<file path="src/rtl/lock_entry_sequencer.sv">
// Code-entry sequencer for the six-digit lock: packs keypad digits into pairs for the
// entered-code register, triggers the compare and times the unlock, error and lockout phases.
module lock_entry_sequencer #(
    parameter int JUDGE_LAT   = 1,
    parameter int TIMEOUT_CYC = 1000,
    parameter int UNLOCK_CYC  = 500,
    parameter int LOCKOUT_CYC = 2000,
    parameter int MAX_ERR     = 3
) (
    input  logic       true_clk,
    input  logic       clr,
    input  logic       key_valid,
    input  logic [3:0] key_digit,
    input  logic       key_enter,
    input  logic       key_cancel,
    input  logic       match_in,
    output logic       pair_wr,
    output logic [1:0] pair_sel,
    output logic [7:0] pair_data,
    output logic       entry_clr,
    output logic       judge_en,
    output logic       unlock,
    output logic       lockout,
    output logic [1:0] err_cnt,
    output logic [2:0] digit_cnt,
    output logic       busy
);

    localparam int MAX_AB = (JUDGE_LAT > TIMEOUT_CYC) ? JUDGE_LAT : TIMEOUT_CYC;
    localparam int MAX_CD = (UNLOCK_CYC > LOCKOUT_CYC) ? UNLOCK_CYC : LOCKOUT_CYC;
    localparam int MAX_P  = (MAX_AB > MAX_CD) ? MAX_AB : MAX_CD;
    localparam int CW     = $clog2(MAX_P + 1);

    localparam logic [CW-1:0] JUDGE_LOAD   = CW'(JUDGE_LAT - 1);
    localparam logic [CW-1:0] TIMEOUT_LOAD = CW'(TIMEOUT_CYC - 1);
    localparam logic [CW-1:0] UNLOCK_LOAD  = CW'(UNLOCK_CYC - 1);
    localparam logic [CW-1:0] LOCKOUT_LOAD = CW'(LOCKOUT_CYC - 1);
    localparam logic [1:0]    MAX_ERR_W    = 2'(MAX_ERR);

    typedef enum logic [2:0] {
        S_IDLE,
        S_ENTRY,
        S_JUDGE,
        S_WAIT,
        S_UNLOCKED,
        S_LOCKOUT
    } state_t;

    state_t        state_q, state_d;
    logic [CW-1:0] timer_q, timer_d;
    logic [3:0]    pending_q, pending_d;
    logic [2:0]    digit_cnt_q, digit_cnt_d;
    logic [1:0]    err_cnt_q, err_cnt_d;
    logic          pair_wr_q, pair_wr_d;
    logic [1:0]    pair_sel_q, pair_sel_d;
    logic [7:0]    pair_data_q, pair_data_d;
    logic          entry_clr_q, entry_clr_d;
    logic          judge_en_q, judge_en_d;
    logic          unlock_q, unlock_d;
    logic          lockout_q, lockout_d;
    logic          busy_q, busy_d;

    logic          digit_ok;
    logic          fail;
    logic [1:0]    err_inc;

    assign digit_ok = key_valid && (key_digit <= 4'd9);
    assign err_inc  = (err_cnt_q == 2'd3) ? 2'd3 : err_cnt_q + 2'd1;

    // NOTE: every variable gets a default before the case so no path leaves one unassigned,
    // which would otherwise infer a latch.
    always_comb begin
        state_d     = state_q;
        timer_d     = timer_q;
        pending_d   = pending_q;
        digit_cnt_d = digit_cnt_q;
        err_cnt_d   = err_cnt_q;
        pair_wr_d   = 1'b0;
        pair_sel_d  = 2'd0;
        pair_data_d = 8'd0;
        entry_clr_d = 1'b0;
        judge_en_d  = 1'b0;
        unlock_d    = 1'b0;
        lockout_d   = 1'b0;
        fail        = 1'b0;

        unique case (state_q)
            S_IDLE: begin
                if (digit_ok) begin
                    pending_d   = key_digit;
                    digit_cnt_d = 3'd1;
                    timer_d     = TIMEOUT_LOAD;
                    state_d     = S_ENTRY;
                end
            end

            S_ENTRY: begin
                if (key_cancel) begin
                    entry_clr_d = 1'b1;
                    digit_cnt_d = 3'd0;
                    state_d     = S_IDLE;
                end else if (key_enter) begin
                    if (digit_cnt_q == 3'd6) begin
                        judge_en_d = 1'b1;
                        state_d    = S_JUDGE;
                    end else begin
                        fail = 1'b1;
                    end
                end else if (digit_ok && (digit_cnt_q != 3'd6)) begin
                    timer_d     = TIMEOUT_LOAD;
                    digit_cnt_d = digit_cnt_q + 3'd1;
                    // An even count before the new digit means the new one opens a pair.
                    if (!digit_cnt_q[0]) begin
                        pending_d = key_digit;
                    end else begin
                        pair_wr_d   = 1'b1;
                        pair_sel_d  = digit_cnt_q[2:1];
                        pair_data_d = {pending_q, key_digit};
                    end
                end else if (timer_q == '0) begin
                    entry_clr_d = 1'b1;
                    digit_cnt_d = 3'd0;
                    state_d     = S_IDLE;
                end else begin
                    timer_d = timer_q - CW'(1);
                end
            end

            S_JUDGE: begin
                timer_d = JUDGE_LOAD;
                state_d = S_WAIT;
            end

            S_WAIT: begin
                if (timer_q == '0) begin
                    if (match_in) begin
                        err_cnt_d = 2'd0;
                        unlock_d  = 1'b1;
                        timer_d   = UNLOCK_LOAD;
                        state_d   = S_UNLOCKED;
                    end else begin
                        fail = 1'b1;
                    end
                end else begin
                    timer_d = timer_q - CW'(1);
                end
            end

            S_UNLOCKED: begin
                if (timer_q == '0) begin
                    entry_clr_d = 1'b1;
                    digit_cnt_d = 3'd0;
                    state_d     = S_IDLE;
                end else begin
                    unlock_d = 1'b1;
                    timer_d  = timer_q - CW'(1);
                end
            end

            S_LOCKOUT: begin
                if (timer_q == '0) begin
                    err_cnt_d = 2'd0;
                    state_d   = S_IDLE;
                end else begin
                    lockout_d = 1'b1;
                    timer_d   = timer_q - CW'(1);
                end
            end

            default: state_d = S_IDLE;
        endcase

        // Shared failure path for a short entry and a failed compare.
        if (fail) begin
            err_cnt_d   = err_inc;
            entry_clr_d = 1'b1;
            digit_cnt_d = 3'd0;
            if (err_inc >= MAX_ERR_W) begin
                lockout_d = 1'b1;
                timer_d   = LOCKOUT_LOAD;
                state_d   = S_LOCKOUT;
            end else begin
                state_d = S_IDLE;
            end
        end

        busy_d = (state_d != S_IDLE);
    end

    // NOTE: sequential state uses non-blocking assignments so every flop samples the
    // pre-edge values regardless of statement order.
    always_ff @(posedge true_clk or posedge clr) begin
        if (clr) begin
            state_q     <= S_IDLE;
            timer_q     <= '0;
            pending_q   <= 4'd0;
            digit_cnt_q <= 3'd0;
            err_cnt_q   <= 2'd0;
            pair_wr_q   <= 1'b0;
            pair_sel_q  <= 2'd0;
            pair_data_q <= 8'd0;
            entry_clr_q <= 1'b0;
            judge_en_q  <= 1'b0;
            unlock_q    <= 1'b0;
            lockout_q   <= 1'b0;
            busy_q      <= 1'b0;
        end else begin
            state_q     <= state_d;
            timer_q     <= timer_d;
            pending_q   <= pending_d;
            digit_cnt_q <= digit_cnt_d;
            err_cnt_q   <= err_cnt_d;
            pair_wr_q   <= pair_wr_d;
            pair_sel_q  <= pair_sel_d;
            pair_data_q <= pair_data_d;
            entry_clr_q <= entry_clr_d;
            judge_en_q  <= judge_en_d;
            unlock_q    <= unlock_d;
            lockout_q   <= lockout_d;
            busy_q      <= busy_d;
        end
    end

    assign pair_wr   = pair_wr_q;
    assign pair_sel  = pair_sel_q;
    assign pair_data = pair_data_q;
    assign entry_clr = entry_clr_q;
    assign judge_en  = judge_en_q;
    assign unlock    = unlock_q;
    assign lockout   = lockout_q;
    assign err_cnt   = err_cnt_q;
    assign digit_cnt = digit_cnt_q;
    assign busy      = busy_q;

endmodule

</file>
<file path="config.mk">
export PLATFORM = sky130hd
export DESIGN_NAME = lock_entry_sequencer
export DESIGN_NICKNAME = d
export VERILOG_FILES = /design/src/rtl/lock_entry_sequencer.sv
export SDC_FILE = /design/constraint.sdc
export NUM_CORES = 1
export LEC_CHECK = 0
export BUFFER_PORTS_ARGS = -buffer_cell sky130_fd_sc_hd__buf_2
export CORE_MARGIN = 3
export CORE_UTILIZATION = 58
export DETAILED_ROUTE_END_ITERATION = 8
export PLACE_DENSITY = 0.8
export SLEW_MARGIN = 30
export SYNTH_ARGS = -nofsm -noshare
export SYNTH_HDL_FRONTEND = slang
export SYNTH_SLANG_ARGS = --single-unit
</file>
<file path="constraint.sdc">
create_clock -name true_clk -period 2.5 [get_ports true_clk]
set_clock_uncertainty 0.2 [all_clocks]
set_input_delay 0.25 -clock true_clk [delete_from_list [all_inputs] [get_ports true_clk]]
set_output_delay 0.25 -clock true_clk [all_outputs]
set_load 0.1 [all_outputs]
</file>
Yosys cells after proc, flatten, opt, wreduce, memory -nomap -nowiden
Index checks and enable logic that the tools add are counted.
- reductions and logical operators: 12
- mux-type cells: 78
- order comparisons: 2
- add/subtract/negate cells: 3
- eq/ne operators: 18
- operator list (kind ; number):
    $mux W11 ; 9
    $pmux W11 S5 ; 1
    $mux W3 ; 16
    $mux W8 ; 5
    $mux W1 ; 25
    $mux W2 ; 10
    $mux W4 ; 5
    $ne A3 B3 Y1 const B ; 5
    $pmux W3 S5 ; 1
    $logic_not A11 Y1 ; 1
    $sub A11 B1 Y11 const B ; 1
    $ne A2 B2 Y1 const B ; 5
    $eq A3 B3 Y1 const B ; 3
    $pmux W3 S3 ; 1
    $pmux W4 S2 ; 1
    $eq A3 B2 Y1 const B ; 2
    $pmux W1 S2 ; 3
    $reduce_and A6 Y1 ; 1
    $reduce_bool A3 Y1 ; 2
    $le A4 B4 Y1 const B ; 1
    $ne A4 B4 Y1 const B ; 1
    $pmux W2 S2 ; 1
    $reduce_and A4 Y1 ; 1
    $reduce_bool A4 Y1 ; 1
    10 further kinds ; 11
- word-level logic and storage cells: 126
- register bits: 39

Logic depth before layout (Yosys ltp)
- word-level depth: 9
- depth in mapped cells: 9
- depth with buffers taken out: 7

Least setup slack after synthesis
No wires, ideal clock.
- kind: reg2reg
- from: reg digit_cnt_q[0] (netlist: digit_cnt[0])
- to: reg pending_q[0]
- cell stages (with the launch flop): 7
- arrival time: 2.601 ns
- slack: -0.425 ns
- required time: 2.175 ns
- path through: dfrtp_1 > inv_1 > ha_1 > a21boi_1 > nand3_2 > o31ai_4 > mux2_2
- word-level cells in the longest chain between the ends: 4
- elaborated cells between the ends (all ways): 5
- those cells by class: 3 x eq/ne; 2 x reduce/logical
- ends and longest elaborated chain (item ; RTL line ; text):
    start: declaration ; 52 ; logic [2:0] digit_cnt_q, digit_cnt_d;
    start signal: assignment ; 211 ; digit_cnt_q <= digit_cnt_d;
    $ne A3 B3 Y1 ; 109 ; end else if (digit_ok && (digit_cnt_q != 3'd6)) begin
    $logic_and A1 B1 Y1 ; 109 ;
    $ne A2 B2 Y1 (no line) ; -- ;
    $reduce_and A6 Y1 (no line) * ; -- ;
    end signal: assignment ; 210 ; pending_q <= pending_d;
    end: declaration ; 51 ; logic [3:0] pending_q, pending_d;
Every way passes the cells marked *; elsewhere a longest branch is shown, timed or not.
A chain may end at the register's enable or synchronous reset.

Worst setup path after layout
- from: reg state_q[1]
- to: reg timer_q[7]
- word-level cells in the longest chain between the ends: 5
- elaborated cells between the ends (all ways): 11
- those cells by class: 5 x eq/ne; 4 x mux; 2 x reduce/logical
- ends and longest elaborated chain (item ; RTL line ; text):
    start: declaration ; 49 ; state_t state_q, state_d;
    start signal: assignment ; 208 ; state_q <= state_d;
    $eq A3 B3 Y1 ; 87 ; unique case (state_q)
    $reduce_or A2 Y1 (no line) ; -- ;
    $pmux W11 S5 ; 87 ;
    $mux W11 ; 178 ; if (err_inc >= MAX_ERR_W) begin
    $mux W11 * ; 174 ; if (fail) begin
    net timer_d[7] ; 50 ; logic [CW-1:0] timer_q, timer_d;
    end signal: assignment ; 209 ; timer_q <= timer_d;
    end: declaration ; 50 ;
The timed path passes the listed nets; every way through them passes the cells marked *.

==> flow_summary.ini <==
[status]
outcome = complete, no violations

[finish]
areaGrowthSynthToFinish_pct = 17.01
antenna_cells = 0
fin_area_um2 = 2909
layout-drive-gt1-share_pct = 27.16
post-route-util_pct = 71.69
fin_cells = 363
final_nets = 326

[sta]
period_share_pct = 97.22
max_slew_margin_pct = 59.00
period_needed_ns = 2.431
worstMarginPinSlew_ns = 0.6150
tns_ns = 0
layout_setup_ws_ns = 0.06940
slew_violations = 0
setup-violations-final = 0
hold_violations = 0
rsz0062_at_grt = no
fmax_ghz = 0.4114
fin_hold_ws_ns = 0.007644

[clock_tree]
root_buffer = clkbuf_8
cts.path.max_buffers = 2
clock_latency_ns = 0.30
htree_levels = 2
path_clk_slew_ns = 0.08
cts_tree = built
cts_made_buffers = 5
clock_sinks = 39

[placement]
place.gp.congestion = 1.021
portBuffers = 30
hpwl_um = 4839
place_area_um2 = 2745
dp_slack_ns = 0.1082
placedCellCount = 351

[global_route]
antenna_found_initial = 0
grt_pass1_wl_um = 11210
grt_overflow_total = 0
grt_pass1_vias = 2245
track_usage_pct = 27.99
grt_max_degree = 40

[setup_path]
worst-setup-path-type = flop to flop
critPathArrivalTime_ns = 2.37
start_kind = flop
endpoint_kind = flop
cp.required_ns = 2.44
cp_max_fo = 16

[power]
p_clk_share_pct = 42.4
switching_share_pct = 23.51
p_int_mw = 0.9599
vdd_drop_max_mv = 0.4137
power_mw = 1.255
pwr-share-seq_pct = 50.8
power_density_nw_per_um2 = 431.4
p_leak_nw = 1.297
combPwrFrac_pct = 6.7
p_switching_mw = 0.2950

[synthesis]
synth-main-ff-cell = dfrtp_1
synthCells = 268
synth_cell_types = 67
yosys_warnings = 0
syn_nets = 282
postSynth.asyncResetShare_pct = 100.0
synth-edff-count = 0
syn-cell-area_um2 = 2486
syn_avg_cell_area_um2 = 9.277
seq_area_frac_synth_pct = 39.26
synth_seq_cells = 39

[floorplan]
start_util_pct = 61.27
core_area_um2 = 4058
io_pins = 31
die_w_um = 71.47
rows = 23
die-area_um2 = 5108
die_y_um = 71.47

[routing]
drt_iter0_drc = 584
drc = 0
wl_um = 6856
vias = 2479
wl_per_cell_um = 18.89
antenna_left = 0
drtPass1Iterations = 8
avgViaCountPerCell = 6.829

[flow_run]
max-cap-violations = 0

[min_path]
holdCritPathClass = primary input to flop
## final timing paths
kind | slack, ns | cells past startpoint | end | startpoint
min in group asynchronous | 0.40 | 4 | pair_data[1] | clr
max reg2reg | 0.07 | 6 | timer_q[7] | state_q[1]
max in group asynchronous | 1.32 | 4 | digit_cnt[0] | clr
min | 0.008 | 2 | pending_q[0] | key_digit[0]
min reg2reg | 0.29 | 1 | pair_data[4] | pending_q[0]
max | 0.07 | 6 | timer_q[7] | state_q[1]
## logic make-up (layout without fill, tap and decap cells)
group,count (synthesis),in the layout,share of synthesized area [%]
compound gates,87,87,25.42
simple gates,107,107,25.11
fa+ha+maj,4,4,2.013
flops,39,39,39.26
mux,6,6,2.717
buf+inv,25,70,5.486
## area by class of cell
type	instances	area [µm²]
Clock buffer	5	68.82
Clock inverter	3	46.29
Fill cell	294	1149
Inverter	9	33.78
Multi-Input combinational cell	204	1383
Sequential cell	39	982.2
Tap cell	50	62.56
Timing Repair Buffer	53	332.8
## what timing repair did
action / in CTS / in global routing
buffers inserted: 0 / 0
hold endpoints to repair: 42 / 0
endpoints found under the setup margin: 0 / 14
gates resized for setup: 0 / 2
hold buffers: 4 / 0
## cells in the final DEF (no fill, tap or decap), types with 4 or more instances in the layout
cell / instances
a21oi_1: 19
a31oi_1: 7
and2_1: 13
buf_2: 30
buf_4: 19
clkbuf_8: 5
dfrtp_1: 36
dlygate4sd3_1: 4
ha_1: 4
inv_1: 9
mux2_2: 6
nand2_1: 24
nand3_1: 8
nand4_1: 5
nor2_1: 19
nor3_1: 6
nor4_1: 4
o21ai_0: 14
o21ai_1: 4
o31ai_1: 6
## synth_stat cells, types with 4 or more instances
library cell   n  area share, %
a31oi_1        7            1.8
inv_1          9            1.4
nand2_1       24            3.6
nand4_1        5            1.3
a21oi_1       19            3.8
nor3_1         6            1.2
nor4_1         4            1.0
o21ai_0       14            2.8
nor2_1        19            2.9
ha_1           4            2.0
buf_6          4            1.8
nand3_1        8            1.6
o31ai_1        7            2.1
buf_2          8            1.6
dfrtp_1       39             39
o21ai_1        4           0.81
and2_1        13            3.3
mux2_2         6            2.7
## routing by layer
| layer | track usage (%) | vias to the layer above | routed length [µm] |
|---|---|---|---|
| met3 | 7.854 | 44 | 902 |
| li1 | - | 1098 | - |
| met1 | 38.77 | 1122 | 2681 |
| met5 | 0 | - | 0 |
| met2 | 42.35 | 215 | 3059 |
| met4 | 9.395 | 0 | 212 |
## power groups by stage
stage          Clock (mW)  Sequential, mW  Combinational, mW
6_report            0.533           0.638             0.0845
3_3_place_gp            0           0.650             0.0759
5_1_grt             0.571           0.638             0.0909
3_5_place_dp            0           0.650             0.0772
2_1_floorplan           0           0.659             0.0385
4_1_cts             0.542           0.638             0.0826
## state kept, by name (all words and copies together), names as in the netlist
| signal | count |
|---|---|
| state_q | 3 |
| entry_clr | 1 |
| pending_q | 4 |
| judge_en | 1 |
| err_cnt | 2 |
| pair_wr | 1 |
| busy | 1 |
| digit_cnt | 3 |
| lockout | 1 |
| pair_sel | 2 |
| timer_q | 11 |
| unlock | 1 |
| pair_data | 8 |
## critical path, stage by stage (launching register included)
cell and delay [ns]:
dfrtp_1 0.74, nor2_2 0.07, nand2_1 0.30, buf_4 0.24, o21ai_0 0.10, o311ai_0 0.43, nand4_1 0.18
No activity file was read; power rests on OpenSTA's default activity.
